<file path="src/rtl/strange_bank_pkg.sv">
// Shared types and seven-segment helpers for the strange_device_bank digit bank.
package strange_bank_pkg;

  typedef enum logic [0:0] {
    ST_RUNNING = 1'b0,
    ST_LOCKED  = 1'b1
  } bank_state_t;

  localparam logic [6:0] SEG_BLANK = 7'h7F;

  // gfedcba, active-low; out-of-range values render blank
  function automatic logic [6:0] seg_encode(input logic [3:0] value);
    case (value)
      4'd0:    seg_encode = 7'b1000000;
      4'd1:    seg_encode = 7'b1111001;
      4'd2:    seg_encode = 7'b0100100;
      4'd3:    seg_encode = 7'b0110000;
      4'd4:    seg_encode = 7'b0011001;
      4'd5:    seg_encode = 7'b0010010;
      4'd6:    seg_encode = 7'b0000010;
      4'd7:    seg_encode = 7'b1111000;
      4'd8:    seg_encode = 7'b0000000;
      4'd9:    seg_encode = 7'b0010000;
      default: seg_encode = SEG_BLANK;
    endcase
  endfunction

endpackage

</file>
<file path="src/rtl/bank_channel.sv">
// One digit channel: history ring, live/history mode, read pointer and segment output.
module bank_channel
  import strange_bank_pkg::*;
#(
  parameter int HISTORY_DEPTH = 4
) (
  input  logic       clk,
  input  logic       rst,
  input  logic       load,
  input  logic       change,
  input  logic       mode_toggle,
  input  logic [3:0] value,
  input  logic       force_live,
  output logic [6:0] seg,
  output logic       mode,
  output logic       valid,
  output logic       full,
  output logic [3:0] shown
);

  localparam int PW = (HISTORY_DEPTH > 1) ? $clog2(HISTORY_DEPTH) : 1;
  localparam int CW = $clog2(HISTORY_DEPTH + 1);
  localparam logic [PW-1:0] LAST = PW'(HISTORY_DEPTH - 1);
  localparam logic [CW-1:0] DEPTH_C = CW'(HISTORY_DEPTH);

  logic [3:0]    ring [HISTORY_DEPTH];
  logic [PW-1:0] wr, rd, newest, oldest, rd_older;
  logic [CW-1:0] count;
  logic [3:0]    cur;

  always_comb begin
    newest   = (wr == '0) ? LAST : wr - PW'(1);
    oldest   = PW'((int'(wr) + HISTORY_DEPTH - int'(count)) % HISTORY_DEPTH);
    // Stepping past the oldest valid entry wraps to the newest one
    if (rd == oldest)   rd_older = newest;
    else if (rd == '0)  rd_older = LAST;
    else                rd_older = rd - PW'(1);
  end

  always_ff @(posedge clk or negedge rst) begin
    if (!rst) begin
      for (int unsigned i = 0; i < HISTORY_DEPTH; i++) ring[i] <= '0;
      wr    <= '0;
      rd    <= '0;
      count <= '0;
      cur   <= '0;
      mode  <= 1'b0;
    end else begin
      if (load) begin
        ring[wr] <= value;
        wr       <= (wr == LAST) ? '0 : wr + PW'(1);
        cur      <= value;
        if (count != DEPTH_C) count <= count + CW'(1);
      end
      if (force_live) begin
        mode <= 1'b0;
      end else if (mode_toggle) begin
        mode <= ~mode;
        // A same-cycle load is the newest entry, and it lands at wr
        if (!mode) rd <= load ? wr : newest;
      end else if (change && mode && count != '0) begin
        rd <= rd_older;
      end
    end
  end

  assign shown = mode ? ring[rd] : cur;
  assign valid = (count != '0);
  assign full  = (count == DEPTH_C);
  assign seg   = valid ? seg_encode(shown) : SEG_BLANK;

endmodule

</file>
<file path="src/rtl/rising_edge_detector.sv">
// One-cycle pulse on the first clock edge that sees a button high after it was low.
module rising_edge_detector (
  input  logic clk,
  input  logic rst,
  input  logic din,
  output logic pulse
);

  logic prev;

  // Resets to 1 so a button already held when reset releases yields no event
  always_ff @(posedge clk or negedge rst) begin
    if (!rst) prev <= 1'b1;
    else      prev <= din;
  end

  assign pulse = din & ~prev;

endmodule

</file>
<file path="src/rtl/strange_device_bank.sv">
// N-channel digit bank with lock detection; define LOCK_TIMEOUT_EN to add auto-unlock
// after LOCK_TIMEOUT_CYCLES cycles in LOCKED.
module strange_device_bank
  import strange_bank_pkg::*;
#(
  parameter int CHANNEL_NUM         = 4,
  parameter int SEL_WIDTH           = 2,
  parameter int DIGIT_NUM           = 7,
  parameter int HISTORY_DEPTH       = 4,
  parameter int LOCK_TIMEOUT_CYCLES = 1000
) (
  input  logic                     clk,
  input  logic                     rst,
  input  logic [SEL_WIDTH-1:0]     channel_choice,
  input  logic [DIGIT_NUM-1:0]     digit_choice,
  input  logic                     digit_load,
  input  logic                     digit_change,
  input  logic                     mode_change,
  input  logic                     unlock,
  output logic [CHANNEL_NUM*8-1:0] displays_flattened,
  output logic                     digit_load_indicator,
  output logic                     locked
);

  bank_state_t state;
  logic load_ev, change_ev, mode_ev, unlock_ev;
  logic sel_valid, accept, lock_cond, release_lock, timeout_hit, digit_found;
  logic [3:0] value;
  logic [CHANNEL_NUM-1:0] ch_mode, ch_valid, ch_full;
  logic [3:0] ch_shown [CHANNEL_NUM];
  logic [6:0] ch_seg   [CHANNEL_NUM];

  rising_edge_detector u_red_load   (.clk(clk), .rst(rst), .din(digit_load),   .pulse(load_ev));
  rising_edge_detector u_red_change (.clk(clk), .rst(rst), .din(digit_change), .pulse(change_ev));
  rising_edge_detector u_red_mode   (.clk(clk), .rst(rst), .din(mode_change),  .pulse(mode_ev));
  rising_edge_detector u_red_unlock (.clk(clk), .rst(rst), .din(unlock),       .pulse(unlock_ev));

  always_comb begin
    value       = '0;
    digit_found = 1'b0;
    for (int unsigned i = 0; i < DIGIT_NUM; i++) begin
      if (digit_choice[i] && !digit_found) begin
        value       = 4'(i);
        digit_found = 1'b1;
      end
    end
  end

  always_comb begin
    lock_cond = 1'b1;
    for (int unsigned j = 0; j < CHANNEL_NUM; j++) begin
      if (!ch_mode[j] || !ch_valid[j] || ch_shown[j] != ch_shown[0]) lock_cond = 1'b0;
    end
  end

  assign sel_valid = int'(channel_choice) < CHANNEL_NUM;
  // Lock takes priority: events seen while lock_cond holds are dropped
  assign accept    = (state == ST_RUNNING) && !lock_cond;

`ifdef LOCK_TIMEOUT_EN
  localparam int TW = (LOCK_TIMEOUT_CYCLES > 1) ? $clog2(LOCK_TIMEOUT_CYCLES) : 1;
  logic [TW-1:0] lock_cnt;

  always_ff @(posedge clk or negedge rst) begin
    if (!rst)                                     lock_cnt <= '0;
    else if (state != ST_LOCKED || release_lock)  lock_cnt <= '0;
    else                                          lock_cnt <= lock_cnt + TW'(1);
  end

  assign timeout_hit = (state == ST_LOCKED) && (lock_cnt == TW'(LOCK_TIMEOUT_CYCLES - 1));
`else
  assign timeout_hit = 1'b0;
`endif

  assign release_lock = (state == ST_LOCKED) && (unlock_ev || timeout_hit);

  always_ff @(posedge clk or negedge rst) begin
    if (!rst) begin
      state <= ST_RUNNING;
    end else begin
      case (state)
        ST_RUNNING: if (lock_cond)    state <= ST_LOCKED;
        ST_LOCKED:  if (release_lock) state <= ST_RUNNING;
        default:                      state <= ST_RUNNING;
      endcase
    end
  end

  for (genvar j = 0; j < CHANNEL_NUM; j++) begin : g_ch
    logic hit;
    assign hit = sel_valid && (channel_choice == SEL_WIDTH'(j));

    bank_channel #(.HISTORY_DEPTH(HISTORY_DEPTH)) u_channel (
      .clk        (clk),
      .rst        (rst),
      .load       (accept && hit && load_ev && digit_found),
      .change     (accept && hit && change_ev),
      .mode_toggle(accept && hit && mode_ev),
      .value      (value),
      .force_live (release_lock),
      .seg        (ch_seg[j]),
      .mode       (ch_mode[j]),
      .valid      (ch_valid[j]),
      .full       (ch_full[j]),
      .shown      (ch_shown[j])
    );

    assign displays_flattened[8*j +: 8] = {~(hit && state == ST_RUNNING), ch_seg[j]};
  end

  always_comb begin
    digit_load_indicator = 1'b0;
    for (int unsigned j = 0; j < CHANNEL_NUM; j++) begin
      if (sel_valid && channel_choice == SEL_WIDTH'(j) && ch_full[j]) digit_load_indicator = 1'b1;
    end
  end

  assign locked = (state == ST_LOCKED);

endmodule
</file>
<file path="config.mk">
export PLATFORM = sky130hd
export DESIGN_NAME = strange_device_bank
export DESIGN_NICKNAME = d
export VERILOG_FILES = /design/src/rtl/strange_bank_pkg.sv /design/src/rtl/bank_channel.sv /design/src/rtl/rising_edge_detector.sv /design/src/rtl/strange_device_bank.sv
export SDC_FILE = /design/constraint.sdc
export NUM_CORES = 1
export LEC_CHECK = 0
export ABC_AREA = 1
export CORE_AREA = 2 2 103 105
export CTS_CLUSTER_SIZE = 8
export DETAILED_ROUTE_END_ITERATION = 10
export DIE_AREA = 0 0 105 107
export PLACE_DENSITY_LB_ADDON = 0.15
export SLEW_MARGIN = 20
export SYNTH_ARGS = -nofsm -noshare
export SYNTH_HDL_FRONTEND = slang
export SYNTH_SLANG_ARGS = --single-unit
</file>
<file path="constraint.sdc">
create_clock -name clk -period 6.3 [get_ports clk]
set_input_delay 0.945 -clock clk [delete_from_list [all_inputs] [get_ports clk]]
set_output_delay 0.945 -clock clk [all_outputs]
set_load 0.02 [all_outputs]
</file>
==> flow_summary_export.csv, run 1 <==
group,metric,value,unit
synthesis,ys_seq_area_frac,0.382,
timing,setup_tns,0,ns
floorplanning,die_h,107,um
status,status,"finished, final reports clean",
cts,ctsRootBufferMaster,"clkbuf_8",
synthesis,ys_types,41,
floorplanning,die_x,105,um
cts,clock_path_buffers,2,
timing,timing.final.ws_setup,2.33,ns
timing,grt_setup_unrepaired,"no",
worst_setup_path,endpoint_kind,"output port",
pwr,combinationalPowerShare,0.566,
global_route,grt_max_degree,61,
synthesis,synth_ff_type,"dfrtp_1",
synthesis,synth_area,6370,um^2
worst_setup_path,cpMostUsedCell,"clkdlybuf4s50_1",
synthesis,synth_simple_gate_area_frac,0.267,
global_route,grt_overflow,0,
timing,worstMarginPinSlew,0.987,ns
floorplanning,rows,37,
placed_design,place_ws,2.38,ns
worst_setup_path,critPathMaxStageDelay,0.75,ns
routing,wl_per_cell,14.9,um
timing,slew_headroom,0.342,
pwr,power.internal,0.00191,W
synthesis,synthAdderAreaFrac,0.102,
cts,post_cts_buffers,0,
synthesis,synth_top_family_by_area,"simple AND/OR/NAND/NOR gates",
placed_design,port_buffers,48,
cts,insertion_delay,0.38,ns
global_route,antenna_found_initial,0,
global_route,grt_pass1_wl,25200,um
pwr,clockPowerShare,0.133,
placed_design,gp_congestion,0.860,
routing,drtIter0Drc,360,
cts,ctsResizeCount,0,
worst_setup_path,critPathKind,"in2out",
synthesis,synth_xor_area_frac,0.0302,
routing,viasPerCell,5.50,
cts,cts_tree,"built",
pwr,ir_drop,305,uV
timing,setup_viol,0,
worst_setup_path,crit_arrival,3.02,ns
cells_and_area,final_util,0.711,
pwr,seqPwrFrac,0.301,
floorplanning,initial_core_util,0.631,
min_path,hold_depth,2,
timing,layout_min_cycle_time,3.97,ns
worst_setup_path,crit_path_start_kind,"input port",
worst_setup_path,crit_chain,"clkdlybuf4s50_1, inv_1, o311ai_0, clkdlybuf4s50_1",
synthesis,synth_mux_area_frac,0.00629,
timing,drv_slew,0,
synthesis,synth_most_common_cell,"nand2_1",
worst_setup_path,critical_path_required,5.35,ns
global_route,grt_pass1_vias,5396,
routing,drtPass1Iterations,5,
timing,worst_hold_slack,0.486,ns
cts,cts_buffers,9,
floorplanning,ios,49,
worst_setup_path,reg2regPathDepth,15,
routing,ant_nets,0,
synthesis,synth_area_leaders,"dfrtp_1 37%, nand2_1 14%, ha_1 10%",
cells_and_area,layout.nets,938,
timing,skew,0.0101,ns
placed_design,hpwl,11000,um
global_route,grt_usage,0.282,
synthesis,synth_edf_count,0,
cts,clock-sinks,97,
synthesis,synth_top_area_frac,0.365,
timing,hold_viol,0,
cts,h-tree-depth,3,
synthesis,synth_cells,825,
cts,clk_pin_slew,0.09,ns
cells_and_area,layout-drive-gt1-share,0.0833,
floorplanning,dieArea,11200,um^2
worst_setup_path,crit_slowest_cell,"clkdlybuf4s50_1",
cells_and_area,area_delta_synth_final,12.6,%
routing,drc_errors,0,
flow_run,cap_violations,0,
synthesis,avgSynthCellArea,7.72,um^2
synthesis,yosys_warnings,0,
synthesis,async_reset_ff_frac,1.00,
worst_setup_path,path_max_fanout,5,
cells_and_area,fillers,879,
pwr,swShare,0.454,
timing,finalCritPeriodShare,0.630,
cts,cts_hold_buf,0,
min_path,hold_class,"reg2reg",
synthesis,synth_compound_area_frac,0.125,
routing,totalWireLength,15000,um
floorplanning,core_area,10100,um^2
worst_setup_path,r2r_slack,3.39,ns
synthesis,synth_nets,892,
routing,dr_total_vias,5562,
synthesis,ys_ff_latch,97,
synthesis,synth_top_cell_by_area,"dfrtp_1",
pwr,p_leak,3.52,nW
timing,clock.fmax,0.252,GHz
pwr,power_density,489,nW/um^2
cells_and_area,diodes,0,
pwr,switching_power,0.00159,W
synthesis,synth_commonest_cells,"230 x nand2_1, 109 x inv_1, 93 x dfrtp_1",
-- state kept, by name, indices dropped and copies added, names as in the netlist --
signal and flops:
u_red_load.prev 1, g_ch.u_channel.count 12, u_red_unlock.prev 1, g_ch.u_channel.cur 12
g_ch.u_channel.mode 4, u_red_mode.prev 1, g_ch.u_channel.ring 48, g_ch.u_channel.rd 8
locked 1, u_red_change.prev 1, g_ch.u_channel.wr 8
-- per-stage QoR --
| stage | total power, W | cells | instance area [um^2] |
|---|---|---|---|
| final | 0.00350 | 1012 | 7170 |
| after global routing | 0.00379 | 1012 | 7170 |
| after CTS | 0.00350 | 1012 | 7170 |
| after detailed placement | 0.00302 | 996 | 6940 |
| after global placement | 0.00294 | 996 | 6940 |
| after floorplan | 0.00242 | 825 | 6370 |
-- cell usage in the layout (no fill, tap or decap), types with 7 or more instances in the layout --
cell             instances
nand2_1                230
inv_1                  109
dfrtp_1                 93
o21ai_0                 75
nand3_1                 52
ha_1                    52
nor2_1                  47
clkdlybuf4s50_1         47
o211ai_1                23
a21oi_1                 15
xnor2_1                 14
clkbuf_8                11
inv_2                   10
xor2_1                   8
nand2_2                  7
nor3_1                   7
nand4_1                  7
-- cells by family after synthesis --
kind of cell    count (synthesis)
compound gates                135
simple gates                  379
xor+xnor                       22
flops                          97
fa+ha+maj                      52
mux                             4
buf+inv                       136
-- cell type report --
class	count	area (um^2)	area share
inverters	121	459	0.0640
multi-input cells	592	3390	0.472
clock buffers	11	151	0.0211
well taps	136	170	0.0237
repair buffers	50	493	0.0687
clock inverters	5	77.6	0.0108
flip-flops and latches	97	2430	0.339
-- worst paths after layout --
check / from / end
min in group asynchronous: rst / g_ch[0].u_channel.ring[2]$_DFFE_PN0P_
max in group asynchronous: rst / g_ch[2].u_channel.ring[4]$_DFFE_PN0P_
worst max register to register: g_ch[1].u_channel.rd[0]$_DFFE_PN0P_ / g_ch[1].u_channel.count[2]$_DFFE_PN0P_
worst min register to register: g_ch[3].u_channel.cur[1]$_DFFE_PN0P_ / g_ch[3].u_channel.cur[1]$_DFFE_PN0P_
worst max-delay path: channel_choice[1] / digit_load_indicator
worst min-delay path: g_ch[3].u_channel.cur[1]$_DFFE_PN0P_ / g_ch[3].u_channel.cur[1]$_DFFE_PN0P_
-- power groups by stage --
| stage | Combinational, W | Sequential [W] | Clock [W] |
|---|---|---|---|
| global placement | 0.00188 | 0.00105 | 0 |
| CTS | 0.00198 | 0.00105 | 0.000466 |
| floorplan | 0.00144 | 0.000977 | 0 |
| finish | 0.00198 | 0.00106 | 0.000465 |
| detailed placement | 0.00195 | 0.00107 | 0 |
| global route | 0.00221 | 0.00109 | 0.000490 |
-- worst max-delay path, delay by kind of cell --
kind	cells	cell delay (ns)
compound gates	1	0.67
buf+inv	3	1.41
-- per-layer routing --
layer	part of all wire	vias up	global-route usage	routed length (um)
met5	0	-	0	0
met4	0.021	0	0.117	321
met3	0.048	27	0.0310	722
met2	0.49	143	0.482	7390
met1	0.44	2657	0.365	6620
li1	-	2735	-	-
(Power assumes the default switching activity.)
==> inputs of run 2 (changes only) <==
- CORE_AREA: 2 2 103 105 -> 2 2 112 114
- DIE_AREA: 0 0 105 107 -> 0 0 114 116
- clock period: 6.3 -> 3.5 ns (I/O delays scaled with it)
==> run 2 against run 1 <==
Against the previous run:
- highest routed layer unchanged
- core utilization down 10 points
- power is 80% higher
- clock power rose by 91%
- sequential power rose by 79%
- die area up 18%
==> flow_summary_export.csv, run 2 (synthesized netlist as in run 1, its figures left out) <==
group,metric,value,unit
status,status,"finished, final reports clean",
pwr,p_leak,3.55,nW
routing,wl_met1,6900,um
pwr,power_density,872,nW/um^2
flow_run,cap_violations,0,
timing,hold_viol,0,
routing,top_layer_used,"met4",
worst_setup_path,crit_arrival,2.72,ns
floorplanning,die_x,114,um
cts,clk_pin_slew,0.06,ns
floorplanning,core_area,11900,um^2
routing,drtPass1Iterations,4,
pwr,ir_drop,620,uV
cts,clock_path_buffers,2,
cells_and_area,layout-drive-gt1-share,0.0817,
floorplanning,rows,40,
global_route,grt_usage,0.237,
routing,totalWireLength,14700,um
cts,insertion_delay,0.35,ns
cells_and_area,largest_register,"g_ch.u_channel.ring",
routing,dr_wl_met2,6830,um
cells_and_area,layout_commonest_cell,"nand2_1",
global_route,grt_pass1_vias,5145,
timing,drv_slew,0,
timing,timing.final.ws_setup,0.259,ns
global_route,antenna_found_initial,0,
worst_setup_path,path_max_fanout,10,
timing,setup_viol,0,
routing,wl_met3,699,um
placed_design,port_buffers,48,
cells_and_area,largest_registers,"g_ch.u_channel.ring: 48 flops, g_ch.u_channel.count: 12 flops, g_ch.u_channel.cur: 12 flops",
routing,viasPerCell,5.29,
timing,clock.fmax,0.309,GHz
worst_setup_path,reg2regPathDepth,15,
global_route,grt_overflow,0,
timing,setup_tns,0,ns
routing,drtIter0Drc,299,
cts,cts_buffers,9,
cells_and_area,diodes,0,
cells_and_area,largest_reg_flops,48,
timing,grt_setup_unrepaired,"no",
worst_setup_path,endpoint_kind,"output port",
cts,clock-sinks,97,
cells_and_area,mostFrequentLayoutCells,"230 x nand2_1, 109 x inv_1, 92 x dfrtp_1",
floorplanning,die_h,116,um
routing,dr_total_vias,5436,
worst_setup_path,r2r_slack,0.67,ns
worst_setup_path,r2r_start,"g_ch[1].u_channel.rd[0]$_DFFE_PN0P_",
worst_setup_path,critical_path_required,2.97,ns
cells_and_area,fillers,1085,
placed_design,place_ws,0.414,ns
routing,drc_errors,0,
timing,slew_headroom,0.431,
timing,finalCritPeriodShare,0.926,
cts,h-tree-depth,3,
min_path,hold_class,"in2async",
timing,worstMarginPinSlew,0.853,ns
worst_setup_path,critPathKind,"reg2out",
placed_design,gp_congestion,0.894,
timing,skew,0.00667,ns
worst_setup_path,r2r_end,"g_ch[1].u_channel.count[2]$_DFFE_PN0P_",
cts,cts_hold_buf,0,
cts,cts_tree,"built",
floorplanning,initial_core_util,0.535,
floorplanning,dieArea,13200,um^2
worst_setup_path,crit_path_start_kind,"register",
cells_and_area,layout.nets,943,
placed_design,hpwl,10700,um
global_route,grt_max_degree,67,
floorplanning,ios,49,
timing,layout_min_cycle_time,3.24,ns
global_route,grt_pass1_wl,24700,um
routing,wl_per_cell,14.3,um
routing,ant_nets,0,
cells_and_area,area_delta_synth_final,13.6,%
cts,ctsRootBufferMaster,"clkbuf_16",
-- run 2: critical path, cell delays in order, from the launching register on --
cell and delay [ns]:
dfrtp_1 0.52, inv_4 0.14, nand2_1 0.06, nand3_1 0.06, nand2_1 0.08, o21ai_1 0.37
ha_1 0.33, o211ai_1 0.18, clkdlybuf4s50_1 0.63
-- run 2: repair_timing --
| action | in CTS | in global routing |
|---|---|---|
| setup endpoints to repair | 0 | 1 |
| buffers inserted | 0 | 0 |
| gates resized for setup | 0 | 1 |
-- run 2: how the worst max path moves through the flow --
stage,start,endpoint,slack [ns],depth (start not counted)
after floorplan,g_ch[3].u_channel.rd[0]$_DFFE_PN0P_,displays_flattened[28],1.33,9
after global placement,channel_choice[1],digit_load_indicator,0.58,4
after detailed placement,digit_choice[1],g_ch[1].u_channel.count[2]$_DFFE_PN0P_,0.41,12
after CTS,g_ch[0].u_channel.rd[0]$_DFFE_PN0P_,displays_flattened[3],0.22,8
after global routing,g_ch[3].u_channel.rd[0]$_DFFE_PN0P_,displays_flattened[27],0.05,8
final,g_ch[3].u_channel.rd[0]$_DFFE_PN0P_,displays_flattened[27],0.26,8
-- run 2: layout make-up --
class,instances,area [um^2],share of cell area
clock buffer,16,251,0.0347
inverter,121,459,0.0634
multi-input combinational,592,3380,0.467
sequential,97,2430,0.336
tap,147,184,0.0254
timing repair buffer,55,531,0.0733
-- run 2: routing by layer --
| layer | vias up | track usage |
|---|---|---|
| li1 | 2750 | - |
| met1 | 2548 | 0.327 |
| met2 | 121 | 0.383 |
| met3 | 17 | 0.0329 |
| met4 | 0 | 0.0886 |
| met5 | - | 0 |
-- run 2: power breakdown --
part           internal [W]  leakage [nW]  switching (W)  total [W]
Sequential          0.00152          1.21       0.000385    0.00190
Combinational       0.00150          2.22        0.00202    0.00352
Clock              0.000485         0.119       0.000403   0.000888
-- run 2: per-stage QoR --
stage / area, um^2 / utilization / hold WS, ns / std cells / power (W)
3_5_place_dp: 6990 / 0.586 / 0.467 / 1012 / 0.00542
4_1_cts: 7240 / 0.608 / 0.320 / 1028 / 0.00634
6_report: 7240 / 0.608 / 0.275 / 1028 / 0.00631
2_1_floorplan: 6370 / - / 0.229 / 825 / 0.00435
3_3_place_gp: 6990 / 0.586 / 0.458 / 1012 / 0.00533
5_1_grt: 7240 / 0.608 / 0.350 / 1028 / 0.00689
